$ cat src/rtl/serial_comparator_ctrl.sv
// -----------------------------------------------------------------------------
// serial_comparator_ctrl
// Compares two unsigned WIDTH-bit operands by walking them two bits at a time,
// MSB slice first, through an external combinational 2-bit comparator.
// The walk stops as soon as a slice differs, so an early difference finishes
// in fewer cycles than an equal pair of operands.
//
// Ports
//   clk, rst_n         clock, asynchronous active-low reset
//   start              compare request, only looked at while idle
//   op_a, op_b         operands, captured when start is accepted
//   cmp_a1/a2, b1/b2   current slice driven to the comparator (x1 = MSB)
//   cmp_f1/f2/f3       comparator response: A>B, A==B, A<B
//   busy               high while a comparison is in flight (CMP or DONE)
//   done               one-cycle pulse when gt/eq/lt/err are valid
//   gt, eq, lt         final result, held until the next accepted start
//   err                comparator gave a non-one-hot response
// -----------------------------------------------------------------------------
module serial_comparator_ctrl #(
   parameter int WIDTH = 8
) (
   input  logic             clk,
   input  logic             rst_n,
   input  logic             start,
   input  logic [WIDTH-1:0] op_a,
   input  logic [WIDTH-1:0] op_b,
   output logic             cmp_a1,
   output logic             cmp_a2,
   output logic             cmp_b1,
   output logic             cmp_b2,
   input  logic             cmp_f1,
   input  logic             cmp_f2,
   input  logic             cmp_f3,
   output logic             busy,
   output logic             done,
   output logic             gt,
   output logic             eq,
   output logic             lt,
   output logic             err
);

   localparam int SLICES = WIDTH / 2;
   localparam int IW     = (SLICES > 1) ? $clog2(SLICES) : 1;

   localparam logic [1:0] ST_IDLE = 2'd0;
   localparam logic [1:0] ST_CMP  = 2'd1;
   localparam logic [1:0] ST_DONE = 2'd2;

   // True when exactly one of the three response bits is set.
   function automatic logic is_onehot3(input logic [2:0] v);
      return (v == 3'b100) || (v == 3'b010) || (v == 3'b001);
   endfunction

   logic [1:0]       state_r,  state_s;
   logic [IW-1:0]    idx_r,    idx_s;
   logic [WIDTH-1:0] opa_r,    opa_s;
   logic [WIDTH-1:0] opb_r,    opb_s;
   logic [1:0]       cmpa_r,   cmpa_s;
   logic [1:0]       cmpb_r,   cmpb_s;
   logic             busy_r,   busy_s;
   logic             done_r,   done_s;
   logic             gt_r,     gt_s;
   logic             eq_r,     eq_s;
   logic             lt_r,     lt_s;
   logic             err_r,    err_s;
   logic [2:0]       f_s;
   logic [IW-1:0]    idx_dec_s;

   assign f_s       = {cmp_f1, cmp_f2, cmp_f3};
   assign idx_dec_s = idx_r - {{(IW-1){1'b0}}, 1'b1};

   // Next-state and next-output logic. The comparator slice is registered one
   // cycle ahead so it is already stable during the CMP cycle that samples f.
   always_comb begin
      state_s = state_r;
      idx_s   = idx_r;
      opa_s   = opa_r;
      opb_s   = opb_r;
      cmpa_s  = 2'b00;
      cmpb_s  = 2'b00;
      gt_s    = gt_r;
      eq_s    = eq_r;
      lt_s    = lt_r;
      err_s   = err_r;
      case (state_r)
         ST_IDLE: begin
            if (start) begin
               state_s = ST_CMP;
               opa_s   = op_a;
               opb_s   = op_b;
               idx_s   = IW'(SLICES - 1);
               cmpa_s  = op_a[WIDTH-1 -: 2];
               cmpb_s  = op_b[WIDTH-1 -: 2];
               gt_s    = 1'b0;
               eq_s    = 1'b0;
               lt_s    = 1'b0;
               err_s   = 1'b0;
            end else begin
               state_s = ST_IDLE;
            end
         end
         ST_CMP: begin
            if (!is_onehot3(f_s)) begin
               err_s   = 1'b1;
               state_s = ST_DONE;
            end else if (f_s[2]) begin
               gt_s    = 1'b1;
               state_s = ST_DONE;
            end else if (f_s[0]) begin
               lt_s    = 1'b1;
               state_s = ST_DONE;
            end else if (idx_r == {IW{1'b0}}) begin
               eq_s    = 1'b1;
               state_s = ST_DONE;
            end else begin
               // Slices equal so far: move on to the next lower slice.
               idx_s   = idx_dec_s;
               cmpa_s  = opa_r[{idx_dec_s, 1'b0} +: 2];
               cmpb_s  = opb_r[{idx_dec_s, 1'b0} +: 2];
               state_s = ST_CMP;
            end
         end
         ST_DONE: begin
            state_s = ST_IDLE;
         end
         default: begin
            // Unused encoding: return to IDLE with a clean result.
            state_s = ST_IDLE;
            idx_s   = {IW{1'b0}};
            gt_s    = 1'b0;
            eq_s    = 1'b0;
            lt_s    = 1'b0;
            err_s   = 1'b0;
         end
      endcase
      busy_s = (state_s != ST_IDLE);
      done_s = (state_s == ST_DONE);
   end

   // State, operand and output registers.
   always_ff @(posedge clk or negedge rst_n) begin
      if (!rst_n) begin
         state_r <= ST_IDLE;
         idx_r   <= {IW{1'b0}};
         opa_r   <= {WIDTH{1'b0}};
         opb_r   <= {WIDTH{1'b0}};
         cmpa_r  <= 2'b00;
         cmpb_r  <= 2'b00;
         busy_r  <= 1'b0;
         done_r  <= 1'b0;
         gt_r    <= 1'b0;
         eq_r    <= 1'b0;
         lt_r    <= 1'b0;
         err_r   <= 1'b0;
      end else begin
         state_r <= state_s;
         idx_r   <= idx_s;
         opa_r   <= opa_s;
         opb_r   <= opb_s;
         cmpa_r  <= cmpa_s;
         cmpb_r  <= cmpb_s;
         busy_r  <= busy_s;
         done_r  <= done_s;
         gt_r    <= gt_s;
         eq_r    <= eq_s;
         lt_r    <= lt_s;
         err_r   <= err_s;
      end
   end

   assign cmp_a1 = cmpa_r[1];
   assign cmp_a2 = cmpa_r[0];
   assign cmp_b1 = cmpb_r[1];
   assign cmp_b2 = cmpb_r[0];
   assign busy   = busy_r;
   assign done   = done_r;
   assign gt     = gt_r;
   assign eq     = eq_r;
   assign lt     = lt_r;
   assign err    = err_r;

endmodule

$ cat config.mk
export PLATFORM = sky130hd
export DESIGN_NAME = serial_comparator_ctrl
export DESIGN_NICKNAME = d
export VERILOG_FILES = /design/src/rtl/serial_comparator_ctrl.sv
export SDC_FILE = /design/constraint.sdc
export NUM_CORES = 1
export LEC_CHECK = 0
export CORE_ASPECT_RATIO = 1.75
export CORE_UTILIZATION = 52
export CTS_BUF_LIST = sky130_fd_sc_hd__clkbuf_16
export CTS_CLUSTER_DIAMETER = 60
export CTS_CLUSTER_SIZE = 25
export DETAILED_ROUTE_END_ITERATION = 12
export GPL_TIMING_DRIVEN = 1
export MAX_ROUTING_LAYER = met4
export PLACE_DENSITY_LB_ADDON = 0.05
export SLEW_MARGIN = 30
export SYNTH_ARGS = -nofsm -noshare
export SYNTH_HDL_FRONTEND = slang
export SYNTH_SLANG_ARGS = --single-unit
$ cat constraint.sdc
create_clock -name clk -period 2.2 [get_ports clk]
set_input_delay 0.44 -clock clk [delete_from_list [all_inputs] [get_ports clk]]
set_output_delay 0.44 -clock clk [all_outputs]
set_load 0.005 [all_outputs]
==> qor.yml <==
run_status: "complete, no violations"
drv_cap: 0
coreArea_um2: 2490
dp_hpwl_mm: 1.99
insertion_delay_ns: 0.27
fillCellCount: 184
setup_violations: 0
seq_area_um2: 751
cts.sink_count: 30
dieArea_um2: 2880
hp-start: "opb_r[3]"
synth_area_leader_cell: "dfrtp_1"
fmax_mhz: 533
worst_slew_pin_slew_ns: 0.449
clockBufferDepth: 2
cts_setup_buffers: 0
ys_seq_area_share_pct: 54.3
syn_to_final_growth_pct: 34.3
gp_congestion: 0.716
clock_skew_ns: 0.00585
worstPathRequired_ns: 2.39
tritoncts: "yes"
antenna_found_initial: 0
start_util_pct: 55.5
synth_area_um2: 1380
rsz0062_at_grt: "no"
synth_top_area_share_pct: 54.3
ctsHoldBuffers: 0
dieWidth_um: 41.0
r2r_start: "idx_r[0]"
ys.warnings.count: 0
grt_pass1_vias: 1025
root_buffer: "clkbuf_16"
grt_pass1_wl_mm: 4.44
worstHoldPathType: "flip-flop to flip-flop"
fin_crit_ns: 1.87
cts_buffers: 5
ios: 32
cts.reportedPaths.clkPinSlew_ns: 0.05
crit_arrival_ns: 2.07
syn_inst: 104
multiInputGateArea_um2: 581
vias_per_cell: 5.83
initialDrtViolationCount: 13
die_h_um: 70.2
grt-ovfl-total: 0
maxSlewHeadroom_pct: 70.1
endpoint_kind: "flip-flop"
hold_path_depth: 1
row_count: 24
hold_viol_final: 0
syn_area_per_cell_um2: 13.3
cp-start-kind: "flip-flop"
grt_use_total_pct: 24.6
p_leak_nw: 0.802
drv_slew: 0
critPathKind: "flip-flop to flip-flop"
yosysUniqueCellTypes: 30
n_antenna_cell: 0
vias: 974
reg2reg_depth: 5
powerDensity_nw_per_um2: 1310
cts_resized: 0
portBuffers: 31
syn_nets: 128
grt_max_degree: 31
wire_per_inst_um: 16.8
nets: 164
setup-tns-final_ns: 0
cp_max_fo: 6
fin_crit_sh_pct: 85.2
drtPass1Iterations: 2
detail-route-antenna-nets: 0
drive_gt1_share_pct: 24.1
synth_area_leaders: "dfrtp_1, mux2_2, mux4_2"
drc: 0
synth-seq-cells: 30
htreeDepth: 2
final_common_cell: "clkdlybuf4s50_1"
holdWs_ns: 0.503
wl_mm: 2.81
crit_start: "idx_r[0]"
final_cell_mix: "clkdlybuf4s50_1, dfrtp_1, mux2_2"
peakVddDrop_mv: 0.859
## stage by stage
step                      utilization (%)  power (mW)  setup WS, ns  std cells  cell area, µm²
final                                74.5        2.44         0.325        167            1860
after global placement               69.0        1.76         0.319        159            1720
after floorplan                         -        1.53         0.698        104            1380
after CTS                            74.5        2.47         0.296        167            1860
after detailed placement             69.0        1.82         0.264        159            1720
after global routing                 74.5        2.59         0.168        167            1860
## area by class of cell
cell class	count	area share [%]
well taps	26	1.75
flip-flops and latches	30	40.4
clock buffers	5	6.74
inverters	6	1.21
repair buffers	34	17.9
clock inverters	3	0.674
multi-input cells	63	31.3
## registers in the layout (all words and copies together) (netlist names), 2 cells and up
name     count
opb_r        8
state_r      2
idx_r        2
cmpb_r       2
cmpa_r       2
opa_r        8
## where the power goes
| part | internal (mW) | total (mW) | switching [mW] |
|---|---|---|---|
| Sequential | 0.787 | 0.977 | 0.190 |
| Combinational | 0.532 | 0.838 | 0.306 |
| Clock | 0.406 | 0.623 | 0.217 |
## metal layers
metal  part of all wire (%)  vias up  GRT usage (%)
met3                    4.2        8           9.21
met2                     59       30           41.1
li1                       -      444              -
met4                    3.2        0           13.3
met5                      0        -              -
met1                     34      492           20.9
## path summary, 6_finish.rpt
check | to | slack (ns)
max in group asynchronous | eq | 1.36
min reg2reg | opb_r[3] | 0.50
min in group asynchronous | opa_r[6] | 0.56
max reg2reg | cmpa_r[0] | 0.33
max | cmpa_r[0] | 0.33
min | opb_r[3] | 0.50
## worst max-delay path, cell delays in order (launching register included)
cell,delay [ns]
dfrtp_1,0.54
inv_1,0.16
ha_1,0.26
nor4b_4,0.38
nand3b_1,0.24
o2bb2ai_1,0.21
## Yosys cell counts (all sizes together)
library cell,instances
ha,2
nor2b,2
nand3,1
o2bb2ai,4
and2,1
nor2,7
nand2b,1
nor3b,1
nand2,1
o21a,1
nand3b,2
mux2,16
clkbuf,1
or3,2
o311ai,1
nor3,4
a21o,1
o211ai,1
o21ai,1
buf,4
or3b,1
a21oi,6
xnor2,1
mux4,4
nor4b,1
a31oi,1
dfrtp,30
inv,6
## cell families after synthesis
family,count (synthesis),share of synthesized area [%]
xor+xnor,1,0.634
mux,20,19.5
fa+ha+maj,2,1.81
compound gates,16,7.87
simple gates,24,12.1
buf+inv,11,3.71
flops,30,54.3
(Power assumes the default switching activity.)
